===== src/rtl/uart_line_tx_buf.sv =====
// Line-buffered 8N1 UART transmitter: queues 64-bit ASCII lines, sends non-NUL bytes first-byte-first plus optional '\n'.
// Push at T -> start bit at T+3; i_start is never stalled, a push into a full FIFO is dropped and flagged on o_drop.

// Generic single-clock FIFO; pushes into a full FIFO are ignored, pops of an empty FIFO are ignored.
module uart_line_fifo #(
  parameter int W      = 64,
  parameter int DEPTH  = 4,
  localparam int AW    = $clog2(DEPTH)
) (
  input  logic         clk,
  input  logic         rst,
  input  logic         push_vld,
  input  logic [W-1:0] push_dat,
  input  logic         pop_rdy,
  output logic [W-1:0] head_dat,
  output logic [AW:0]  count
);
  logic [W-1:0]  mem [DEPTH];
  logic [AW-1:0] wr_ptr;
  logic [AW-1:0] rd_ptr;
  logic          do_push;
  logic          do_pop;

  assign do_push  = push_vld && (count != (AW+1)'(DEPTH));
  assign do_pop   = pop_rdy && (count != '0);
  assign head_dat = mem[rd_ptr];

  always_ff @(posedge clk) begin
    if (rst) begin
      wr_ptr <= '0;
      rd_ptr <= '0;
      count  <= '0;
    end else begin
      if (do_push) wr_ptr <= wr_ptr + 1'b1;
      if (do_pop)  rd_ptr <= rd_ptr + 1'b1;
      case ({do_push, do_pop})
        2'b10:   count <= count + 1'b1;
        2'b01:   count <= count - 1'b1;
        default: count <= count;
      endcase
    end
  end

  always_ff @(posedge clk) begin
    if (do_push) mem[wr_ptr] <= push_dat;
  end
endmodule

module uart_line_tx_buf #(
  parameter int UART_TX_CLK_DIV = 434,
  parameter int LINE_FIFO_DEPTH = 4,
  parameter bit APPEND_NL       = 1'b1
) (
  input  logic                               clk,
  input  logic                               rst,
  input  logic                               i_start,
  input  logic [63:0]                        i_data,
  output logic                               o_tx,
  output logic                               o_full,
  output logic [$clog2(LINE_FIFO_DEPTH):0]   o_level,
  output logic                               o_busy,
  output logic                               o_drop
);
  localparam int LW = $clog2(LINE_FIFO_DEPTH) + 1;
  localparam int TW = $clog2(UART_TX_CLK_DIV);

  localparam logic [2:0] IDLE  = 3'd0;
  localparam logic [2:0] SEL   = 3'd1;
  localparam logic [2:0] START = 3'd2;
  localparam logic [2:0] DATA  = 3'd3;
  localparam logic [2:0] STOP  = 3'd4;

  logic [2:0]    state;
  logic [63:0]   line;
  logic [2:0]    idx;
  logic          done;
  logic          any_nz;
  logic          nl_frame;
  logic [7:0]    shreg;
  logic [2:0]    bit_idx;
  logic [TW-1:0] timer;
  logic          bit_end;
  logic [7:0]    cur_byte;
  logic [63:0]   head_dat;
  logic [LW-1:0] count;
  logic          fifo_empty;
  logic          push;

  assign fifo_empty = (count == '0);
  assign o_level    = count;
  assign o_full     = (count == LW'(LINE_FIFO_DEPTH));
  assign push       = i_start && !o_full;
  assign o_busy     = (state != IDLE) || !fifo_empty;
  assign bit_end    = (timer == TW'(UART_TX_CLK_DIV - 1));
  assign cur_byte   = line[{idx, 3'b000} +: 8];
  assign o_tx       = (state == START) ? 1'b0 : (state == DATA) ? shreg[0] : 1'b1;

  uart_line_fifo #(.W(64), .DEPTH(LINE_FIFO_DEPTH)) u_fifo (
    .clk      (clk),
    .rst      (rst),
    .push_vld (push),
    .push_dat (i_data),
    .pop_rdy  (state == IDLE),
    .head_dat (head_dat),
    .count    (count)
  );

  always_ff @(posedge clk) begin
    if (rst) begin
      state    <= IDLE;
      line     <= '0;
      idx      <= '0;
      done     <= 1'b0;
      any_nz   <= 1'b0;
      nl_frame <= 1'b0;
      shreg    <= '0;
      bit_idx  <= '0;
      timer    <= '0;
      o_drop   <= 1'b0;
    end else begin
      o_drop <= i_start && o_full;
      // Bit timer only runs while a frame is on the wire and restarts on every bit boundary.
      if ((state == START || state == DATA || state == STOP) && !bit_end)
        timer <= timer + 1'b1;
      else
        timer <= '0;

      case (state)
        IDLE: begin
          if (!fifo_empty) begin
            line     <= head_dat;
            idx      <= 3'd7;
            done     <= 1'b0;
            any_nz   <= 1'b0;
            nl_frame <= 1'b0;
            // An all-NUL line produces no output at all, so it is discarded at pop.
            state    <= (head_dat == '0) ? IDLE : SEL;
          end
        end
        SEL: begin
          if (done) begin
            if (APPEND_NL && any_nz) begin
              shreg    <= 8'h0A;
              nl_frame <= 1'b1;
              state    <= START;
            end else begin
              state <= IDLE;
            end
          end else begin
            if (cur_byte != 8'h00) begin
              shreg  <= cur_byte;
              any_nz <= 1'b1;
              state  <= START;
            end
            if (idx == 3'd0) done <= 1'b1;
            else             idx  <= idx - 1'b1;
          end
        end
        START: begin
          if (bit_end) begin
            bit_idx <= '0;
            state   <= DATA;
          end
        end
        DATA: begin
          if (bit_end) begin
            shreg <= shreg >> 1;
            if (bit_idx == 3'd7) state   <= STOP;
            else                 bit_idx <= bit_idx + 1'b1;
          end
        end
        STOP: begin
          // Without a terminator the last byte returns straight to IDLE.
          if (bit_end) state <= (nl_frame || (done && !APPEND_NL)) ? IDLE : SEL;
        end
        default: state <= IDLE;
      endcase
    end
  end
endmodule


===== config.mk =====
export PLATFORM = sky130hd
export DESIGN_NAME = uart_line_tx_buf
export DESIGN_NICKNAME = d
export VERILOG_FILES = /design/src/rtl/uart_line_tx_buf.sv
export SDC_FILE = /design/constraint.sdc
export NUM_CORES = 1
export LEC_CHECK = 0
export CORE_MARGIN = 4
export CORE_UTILIZATION = 54
export DETAILED_ROUTE_END_ITERATION = 7
export GPL_ROUTABILITY_DRIVEN = 0
export GPL_TIMING_DRIVEN = 1
export PLACE_DENSITY = 0.87
export SYNTH_ARGS = -nofsm -noshare
export SYNTH_HDL_FRONTEND = slang
export SYNTH_SLANG_ARGS = --single-unit

===== constraint.sdc =====
create_clock -name clk -period 2.7 [get_ports clk]
set_input_delay 0.405 -clock clk [delete_from_list [all_inputs] [get_ports clk]]
set_output_delay 0.405 -clock clk [all_outputs]
set_load 0.02 [all_outputs]

Yosys cells after proc, flatten, opt, wreduce, memory -nomap -nowiden. Memories as Yosys holds them, arrays and structs flattened. A register that Yosys moved wholly into a read port is not among the register bits. Cells that the tools add are included.

Register bits: 101. Bits in writable memories: 256. Input port bits: 67. Output and inout bits: 7. Word-level logic and storage cells: 119. Memories kept: 1.

Memory list: u_fifo.mem (words 4, bits a word 64, read ports 1, clocked after memory_dff 1, wr ports 1, RTL line 18) `logic [W-1:0] mem [DEPTH];`.

$add $sub $neg: 7. Equality and inequality tests: 23. Shift operators: 1. Multiplexer cells: 41. Bitwise operators: 2. Reduce and logical (&&, ||, !) cells: 31.

Operators by type and width (count): zero test 64 bit (1); variable part select 64 x 7 -> 8 bit (1); two-way mux 3 bit (13); two-way mux 8 bit (4); != test 2 bit (second input constant) (10); AND reduction 4 bit (5); one-hot mux 3 bit (2 select lines) (3); one-hot mux 8 bit (2 select lines) (1); one-hot mux 3 bit (5 select lines) (1); two-way mux 1 bit (13); adder 9 x 1 -> 9 bit (second input constant) (1); equality test 3 bit (second input constant) (3); equality test 9 bit (second input constant) (1); zero test 3 bit (3); != test 3 bit (second input constant) (3); nonzero test 2 bit (4); nonzero test 8 bit (1); adder 3 x 1 -> 3 bit (second input constant) (2); equality test 3 x 2 -> 1 bit (second input constant) (2); two-way mux 2 bit (3); one-hot mux 1 bit (2 select lines) (3); AND reduction 6 bit (1); nonzero test 3 bit (2); subtractor 3 x 1 -> 3 bit (second input constant) (2); 11 further kinds (22).

Logic depth before layout (Yosys ltp). Gate-level depths: netlist of run 1.

Word-level depth: 6. Gate-level depth with buffers: 11. Gate-level depth less buffers: 10.

By module. Synthesis of run 1 repeated with hierarchy kept, for this count alone.

Cell total of the unflattened synthesis: 922. Area, all modules: 14164.8 um^2.

Modules (own cells, without submodules): uart_line_fifo (times used 1, cells each 384, area each 9786.9 um^2, sequential area each 7867.5 um^2); uart_line_tx_buf (times used 1, cells each 538, area each 4377.9 um^2, sequential area each 1881.8 um^2).

Worst setup path after synthesis of run 1. OpenSTA, ideal clock, no wires.

Path kind: reg2reg. Start point: register u_fifo.count[0]. End point: register u_fifo.count[2]. Setup time: 0.070 ns. Arrival time: 2.689 ns. Data required time: 2.630 ns. Path slack: -0.059 ns. Cell stages (with the launch flop): 12. Buffers on the path: 2. Cells stage by stage: dfxtp_1 -> nor3_1 -> or4_1 -> clkbuf_1 -> inv_2 -> clkbuf_1 -> ha_1 -> inv_1 -> fa_1 -> xor2_1 -> or3_1 -> a21oi_1.

Longest elaborated chain between the ends: 6. Elaborated cells on any way between the ends: 13. Those cells by class: add/sub: 2; eq/ne: 4; mux: 1; reduce/logical: 6.

RTL lines: start, declared (RTL line 16) `output logic [AW:0] count`; start signal, assigned (RTL line 37) `2'b10: count <= count + 1'b1;`; start signal, assigned (RTL line 38) `2'b01: count <= count - 1'b1;`; start signal, assigned (RTL line 39) `default: count <= count;`; equality test 3 bit (RTL line 91) `assign o_full = (count == LW'(LINE_FIFO_DEPTH));`; zero test 1 bit (RTL line 92) `assign push = i_start && !o_full;`; logical AND 1 bit (RTL line 92); logical AND 1 bit (RTL line 24) `assign do_push = push_vld && (count != (AW+1)'(DEPTH));`; equality test 2 x 1 -> 1 bit or equality test 2 bit (tied branches) (RTL line 36) `case ({do_push, do_pop})`; one-hot mux 3 bit (2 select lines) or nonzero test 2 bit (tied branches).

Parallel ways exist; a longest one is shown, timed or not. A chain may end at the register's enable or synchronous reset.

Final worst setup path of run 1.
Start point: register idx[0]. End point: register shreg[4].

Longest elaborated chain between the ends: 4. Elaborated cells on any way between the ends: 7. Those cells by class: eq/ne: 1; shift: 1; mux: 3; reduce/logical: 2.

RTL lines: start, declared (RTL line 75) `logic [2:0] idx;`; start signal, assigned (RTL line 156) `else idx <= idx - 1'b1;`; variable part select 64 x 7 -> 8 bit (*) (RTL line 95) `assign cur_byte = line[{idx, 3'b000} +: 8];`; nonzero test 8 bit or two-way mux 8 bit (tied branches) (RTL line 150) `if (cur_byte != 8'h00) begin`; != test 3 bit (no line) or two-way mux 8 bit (tied branches); AND reduction 4 bit (no line) or one-hot mux 8 bit (2 select lines) (tied branches); end signal, assigned (RTL line 151) `shreg <= cur_byte;`; end signal, assigned (RTL line 167) `shreg <= shreg >> 1;`; end, declared (RTL line 79) `logic [7:0] shreg;`.

Every way passes the cells marked *; elsewhere a longest branch is shown, timed or not. The select of a mux whose other input is x is not followed.

==> results.ini, run 1 <==
[status]
status=finished, final reports clean

[critical_path]
path_cells=buf_12 -> mux4_2 -> mux2_4 -> or4b_4 -> o31ai_4 -> buf_6 -> nor2b_2 -> nor3_2
cp-endpoint=shreg[4]$_SDFFE_PP0P_
crit_cells=8
slowest_delay_ps=570
cp_max_fo=8
worstSetupStartpointType=register
crit_arrival_ps=3060
critical_path_class=register to register
cp_slowest_cell=or4b_4
cp.buffers_inverters=2
reg2reg_slack_ps=30
reg2reg_from=idx[0]$_SDFFE_PP0P_
r2r-end=shreg[4]$_SDFFE_PP0P_
cp-end-kind=register
r2r_cells=8
startpoint=idx[0]$_SDFFE_PP0P_
cp_top_family=simple AND/OR/NAND/NOR gates
required_ps=3090

[sta]
finalSetupViolCount=0
relSlewSlack=0.413
finClkSkew_ps=20.0
finalCriticalPeriod_ps=2670
hold_viol=0
fmax_mhz=375
tightest_slew_ps=881
setup_slack_ps=29.9
final-max-slew-violation-count=0
rsz0062_at_grt=true
fin_tns_setup_ps=0
min_period_over_period=0.989

[cts]
htreeDepth=2
numCtsBuffers=36
cts_tree=yes
postCtsHoldBufs=0
cts.sinks=359
clk_pin_slew_worst_paths_ps=60
root_buffer=clkbuf_16
cts_buffer_depth=3
clock_latency_ps=520

[synth]
synth_top_cells_by_count=edfxtp_1 (256), nand2_1 (149), dfxtp_1 (103)
yosysTopAreaCellShare=0.553
synth_edf_count=256
synth.most_common_cell=edfxtp_1
syn_inst=893
synth_cell_types=47
syn-num-nets=972
netlist_area_sq_um=13900
ys.flop_type=edfxtp_1
yosys_warnings=0
synth-seq-cells=359
syn-mean-instance-area_sq_um=15.6
ys_seq_area_frac=0.701
yosys.area.top_type=edfxtp_1
async_flop_share=0
netlist_top_cells_area=edfxtp_1 (55%), dfxtp_1 (15%), mux4_2 (13%)

[global_route]
grtUsageTotal=0.207
grt_pass1_vias=8266
antenna_found_initial=0
grt_max_degree=70
grt_pass1_wl_microns=45500
grt_overflow_total=0

[routing]
wire_per_inst_microns=22.0
via_per_inst=5.93
drc=0
drt-total-wl_microns=29600
drt_iter0_markers=777
drtAntennaViolNets=0
firstDrtPassIters=6
vias=7994

[pwr]
p_total_uw=17200
p_per_area_nw_per_um2=1040
p_leak_uw=0.00540
vdd_drop_max_v=0.000730

[floorplanning]
core_area_sq_um=25300
start_util=0.550
dieArea_sq_um=28400
row_count=58
die_height_microns=168
io-pin-count=74
die_w_microns=168

[cells_and_area]
nets=1070
post-route-util=0.651
drive_above_1_share=0.196
syn2layout_area_growth_pct=18.2
stdcell_count=1348
antenna_cells=0

[hold_path]
hold_class=register to register
worstHoldStart=line[48]$_SDFFE_PP0N_

[placed_design]
pre_cts_ws_ps=-33.0
dp_cells=1280
place_hpwl_microns=18400
io_buffer_count=73

[run]
max_cap_violations=0

-- per-layer routing --
metal | global-route usage | share of wire | vias up
li1 | - | - | 3593
met1 | 0.274 | 0.40 | 3990
met2 | 0.339 | 0.50 | 333
met3 | 0.0470 | 0.067 | 78
met4 | 0.0752 | 0.033 | 0
met5 | 0 | 0 | -
-- power by group --
group | total [uW] | switching, uW | leakage, uW | internal, uW
registers | 7600 | 598 | 0.00319 | 7000
logic | 4880 | 2780 | 0.00166 | 2100
clock network | 4690 | 2010 | 0.000543 | 2690
-- cell type report --
class	instances	area, sq um
Inverter	14	52.6
Fill cell	1660	8820
Timing Repair Buffer	109	1150
Tap cell	330	413
Sequential cell	359	9760
Clock inverter	14	114
Clock buffer	51	996
Multi-Input combinational cell	471	3950
-- layout by cell type, fill, tap and decap left out, types with 6 or more instances in the layout --
cell / netlist / layout
clkbuf_1: 37 / 9
a21oi_1: 80 / 80
buf_12: 0 / 11
nor4_1: 18 / 14
clkdlybuf4s50_1: 0 / 72
edfxtp_1: 256 / 256
dfxtp_1: 103 / 100
nand2_1: 149 / 149
buf_4: 1 / 23
ha_1: 11 / 11
nand3_1: 7 / 7
xnor2_1: 6 / 6
o21ai_0: 8 / 8
clkbuf_16: 0 / 38
mux4_2: 80 / 80
inv_1: 12 / 12
nor2_1: 36 / 36
-- worst register-to-register path: stages (launching register included) --
cell	delay (ps)
dfxtp_4	370
buf_12	130
mux4_2	500
mux2_4	290
or4b_4	570
o31ai_4	290
buf_6	170
nor2b_2	180
nor3_2	60
-- sequential cells by signal (all words and copies together), names as in the netlist, named ones only --
name / count
u_fifo.count: 3
done: 1
nl_frame: 1
u_fifo.rd_ptr: 2
state: 3
bit_idx: 3
any_nz: 1
idx: 3
timer: 9
o_drop: 1
line: 64
shreg: 8
u_fifo.mem: 256
u_fifo.wr_ptr: 2
-- stage by stage --
step,hold slack [ps],area [sq um]
after CTS,453,16300
after detailed placement,445,15200
final,453,16400
after global placement,442,15200
after global routing,472,16400
after floorplan,430,13900
-- what timing repair did --
| action | CTS | global route |
|---|---|---|
| setup buffers | 0 | 1 |
| resized for setup | 2 | 14 |
| endpoints found under the setup margin | 1 | 9 |
| cloned | 0 | 2 |
| pin swaps | 0 | 1 |
-- worst min path at each step --
stage,to,slack (ps),cells after the start
final,line[48]$_SDFFE_PP0N_,450,2
after global routing,line[50]$_SDFFE_PP0N_,470,2
after CTS,line[50]$_SDFFE_PP0N_,450,2
after global placement,line[22]$_SDFFE_PP0N_,440,2
after detailed placement,line[50]$_SDFFE_PP0N_,450,2
after floorplan,timer[0]$_SDFF_PP0_,430,1
-- logic make-up (layout without fill, tap and decap cells) --
family,Yosys count,in the layout,share of synthesized area
flops,359,359,0.701
simple gates,252,252,0.0817
compound gates,108,108,0.0441
mux,88,88,0.136
buf+inv,63,188,0.0185
fa+ha+maj,12,12,0.0113
xor+xnor,11,11,0.00693
Power figures use the tool's default switching activity.
==> run 2, diff against run 1 <==
--- a/config.mk
+++ b/config.mk
@@ -6,11 +6,12 @@
 export NUM_CORES = 1
 export LEC_CHECK = 0
 export CORE_MARGIN = 4
-export CORE_UTILIZATION = 54
+export CORE_UTILIZATION = 59
 export DETAILED_ROUTE_END_ITERATION = 7
 export GPL_ROUTABILITY_DRIVEN = 0
 export GPL_TIMING_DRIVEN = 1
-export PLACE_DENSITY = 0.87
+export PLACE_DENSITY = 0.9
+export SKIP_LAST_GASP = 1
 export SYNTH_ARGS = -nofsm -noshare
 export SYNTH_HDL_FRONTEND = slang
 export SYNTH_SLANG_ARGS = --single-unit
==> constraint.sdc (replaced) <==
create_clock -name clk -period 2.9 [get_ports clk]
set_input_delay 0.435 -clock clk [delete_from_list [all_inputs] [get_ports clk]]
set_output_delay 0.435 -clock clk [all_outputs]
set_load 0.02 [all_outputs]
==> run 2 against run 1 <==
Compared with the run above:
- count of clock-buffer cells in the layout up 7
- wire length up 0.19%
- critical path depth stayed put
- worst hold slack worse by 180 ps
- non-clock buffer count is 7 lower
- via count increased by 1.0%
- largest cell class unchanged
- largest power group unchanged
==> results.ini, run 2 (synthesis gave the netlist of run 1 again) <==
[cts]
numCtsBuffers=36
cts.sinks=359
clk_pin_slew_worst_paths_ps=60
cts_tree=yes
postCtsHoldBufs=0
cts_buffer_depth=3
clock_latency_ps=520
htreeDepth=2
postCtsSetupBuffers=0
root_buffer=clkbuf_16

[floorplanning]
dieArea_sq_um=26100
die_w_microns=161
row_count=55
die_height_microns=161
core_area_sq_um=22900
start_util=0.606
io-pin-count=74

[placed_design]
place_hpwl_microns=19300
io_buffer_count=73
place_area_sq_um=15100
pre_cts_ws_ps=188

[global_route]
antenna_found_initial=0
grt_pass1_wl_microns=46600
grt_max_degree=70
grt_overflow_total=0
grt_pass1_vias=8189
grtUsageTotal=0.231

[cells_and_area]
largest_register=u_fifo.mem
syn2layout_area_growth_pct=17.0
drive_above_1_share=0.185
mostFrequentLayoutCell=edfxtp_1
final_area_sq_um=16300
nets=1063
final_cell_mix=edfxtp_1 (256), nand2_1 (149), dfxtp_1 (101), a21oi_1 (80), mux4_2 (80)
largestRegisters=u_fifo.mem: 256 flops, line: 64 flops, timer: 9 flops
antenna_cells=0
largest_reg_flops=256

[critical_path]
cp-end-kind=register
cp_top_family=simple AND/OR/NAND/NOR gates
worstSetupStartpointType=register
cp_max_fo=19
slowest_delay_ps=570
cp_slowest_cell=or4b_4
path_cells=buf_12 -> mux4_2 -> mux2_2 -> or4b_4 -> o31ai_4 -> buf_4 -> nor2b_2 -> nor3_2
required_ps=3270
crit_arrival_ps=3150
critical_path_class=register to register
cp.buffers_inverters=2

[sta]
final-max-slew-violation-count=0
finalCriticalPeriod_ps=2780
tightest_slew_ps=720
setup_slack_ps=124
hold_viol=0
min_period_over_period=0.957
timing.hold.ws_ps=271
finClkSkew_ps=16.4
relSlewSlack=0.520
finalSetupViolCount=0
rsz0062_at_grt=false
fmax_mhz=360
fin_tns_setup_ps=0

[run]
max_cap_violations=0

[pwr]
p_int_uw=10900
p_switching_uw=4910
p_leak_uw=0.00534
power_frac_seq=0.446
p_total_uw=15900
p_per_area_nw_per_um2=975
pwr-share-clk=0.277
combPwrFrac=0.278
vdd_drop_max_v=0.000606
p_sw_frac=0.310

[hold_path]
hold_class=primary input to register

[routing]
drc=0
drtAntennaViolNets=0
wire_per_inst_microns=22.4
drt_iter0_markers=826
vias=8076
firstDrtPassIters=5
via_per_inst=6.10
drt-total-wl_microns=29700

[status]
status=finished, final reports clean

==> run 2: changes by cell type in the layout (fill, tap and decap cells not counted), sizes merged <==
cell	delta
clkinvlp	-2
clkbuf	+6
buf	-6
clkinv	-5
bufinv	-1
==> run 2: power groups by stage <==
stage / clock (uW) / combinational, uW / sequential [uW]
finish: 4390 / 4410 / 7070
global route: 4670 / 4810 / 7120
CTS: 4450 / 4400 / 7050
detailed placement: 0 / 4350 / 7130
global placement: 0 / 4180 / 7080
floorplan: 0 / 3130 / 6900
==> run 2: final cells by class <==
| cell class | count | area [sq um] |
|---|---|---|
| Sequential cell | 359 | 9750 |
| Fill cell | 1353 | 6650 |
| Multi-Input combinational cell | 471 | 3900 |
| Clock buffer | 58 | 1090 |
| Timing Repair Buffer | 102 | 1030 |
| Tap cell | 313 | 392 |
| Inverter | 14 | 52.6 |
| Clock inverter | 6 | 47.5 |
==> run 2: repair_timing <==
action,in CTS,in global routing
endpoints found under the hold margin,0,0
endpoints found under the setup margin,0,1
gates resized for setup,0,1
==> run 2: final timing paths <==
| path | from | to | slack (ps) | cells after the start |
|---|---|---|---|---|
| setup / recovery | idx[0]$_SDFFE_PP0P_ | shreg[4]$_SDFFE_PP0P_ | 120 | 8 |
| hold / removal | rst | bit_idx[2]$_SDFFE_PP0P_ | 270 | 2 |
| setup reg to reg | idx[0]$_SDFFE_PP0P_ | shreg[4]$_SDFFE_PP0P_ | 120 | 8 |
| hold reg to reg | shreg[7]$_SDFFE_PP0P_ | shreg[7]$_SDFFE_PP0P_ | 460 | 2 |
==> run 2: per-stage QoR <==
step	util	std cells
3_5_place_dp	0.660	1259
5_1_grt	0.710	1323
4_1_cts	0.710	1323
2_1_floorplan	-	893
3_3_place_gp	0.660	1259
6_report	0.710	1323
==> run 2: worst reg2reg max path, stage by stage (launching register included) <==
cell	delay (ps)
dfxtp_1	370
buf_12	200
mux4_2	500
mux2_2	290
or4b_4	570
o31ai_4	190
buf_4	230
nor2b_2	210
nor3_2	70
==> run 2: routing by layer <==
layer,wire [microns],global-route usage,share of wire,up-vias
met2,14500,0.370,0.49,383
met1,11800,0.318,0.40,4017
met5,0,0,0,-
li1,-,-,-,3592
met4,1130,0.0911,0.038,0
met3,2250,0.0436,0.076,84
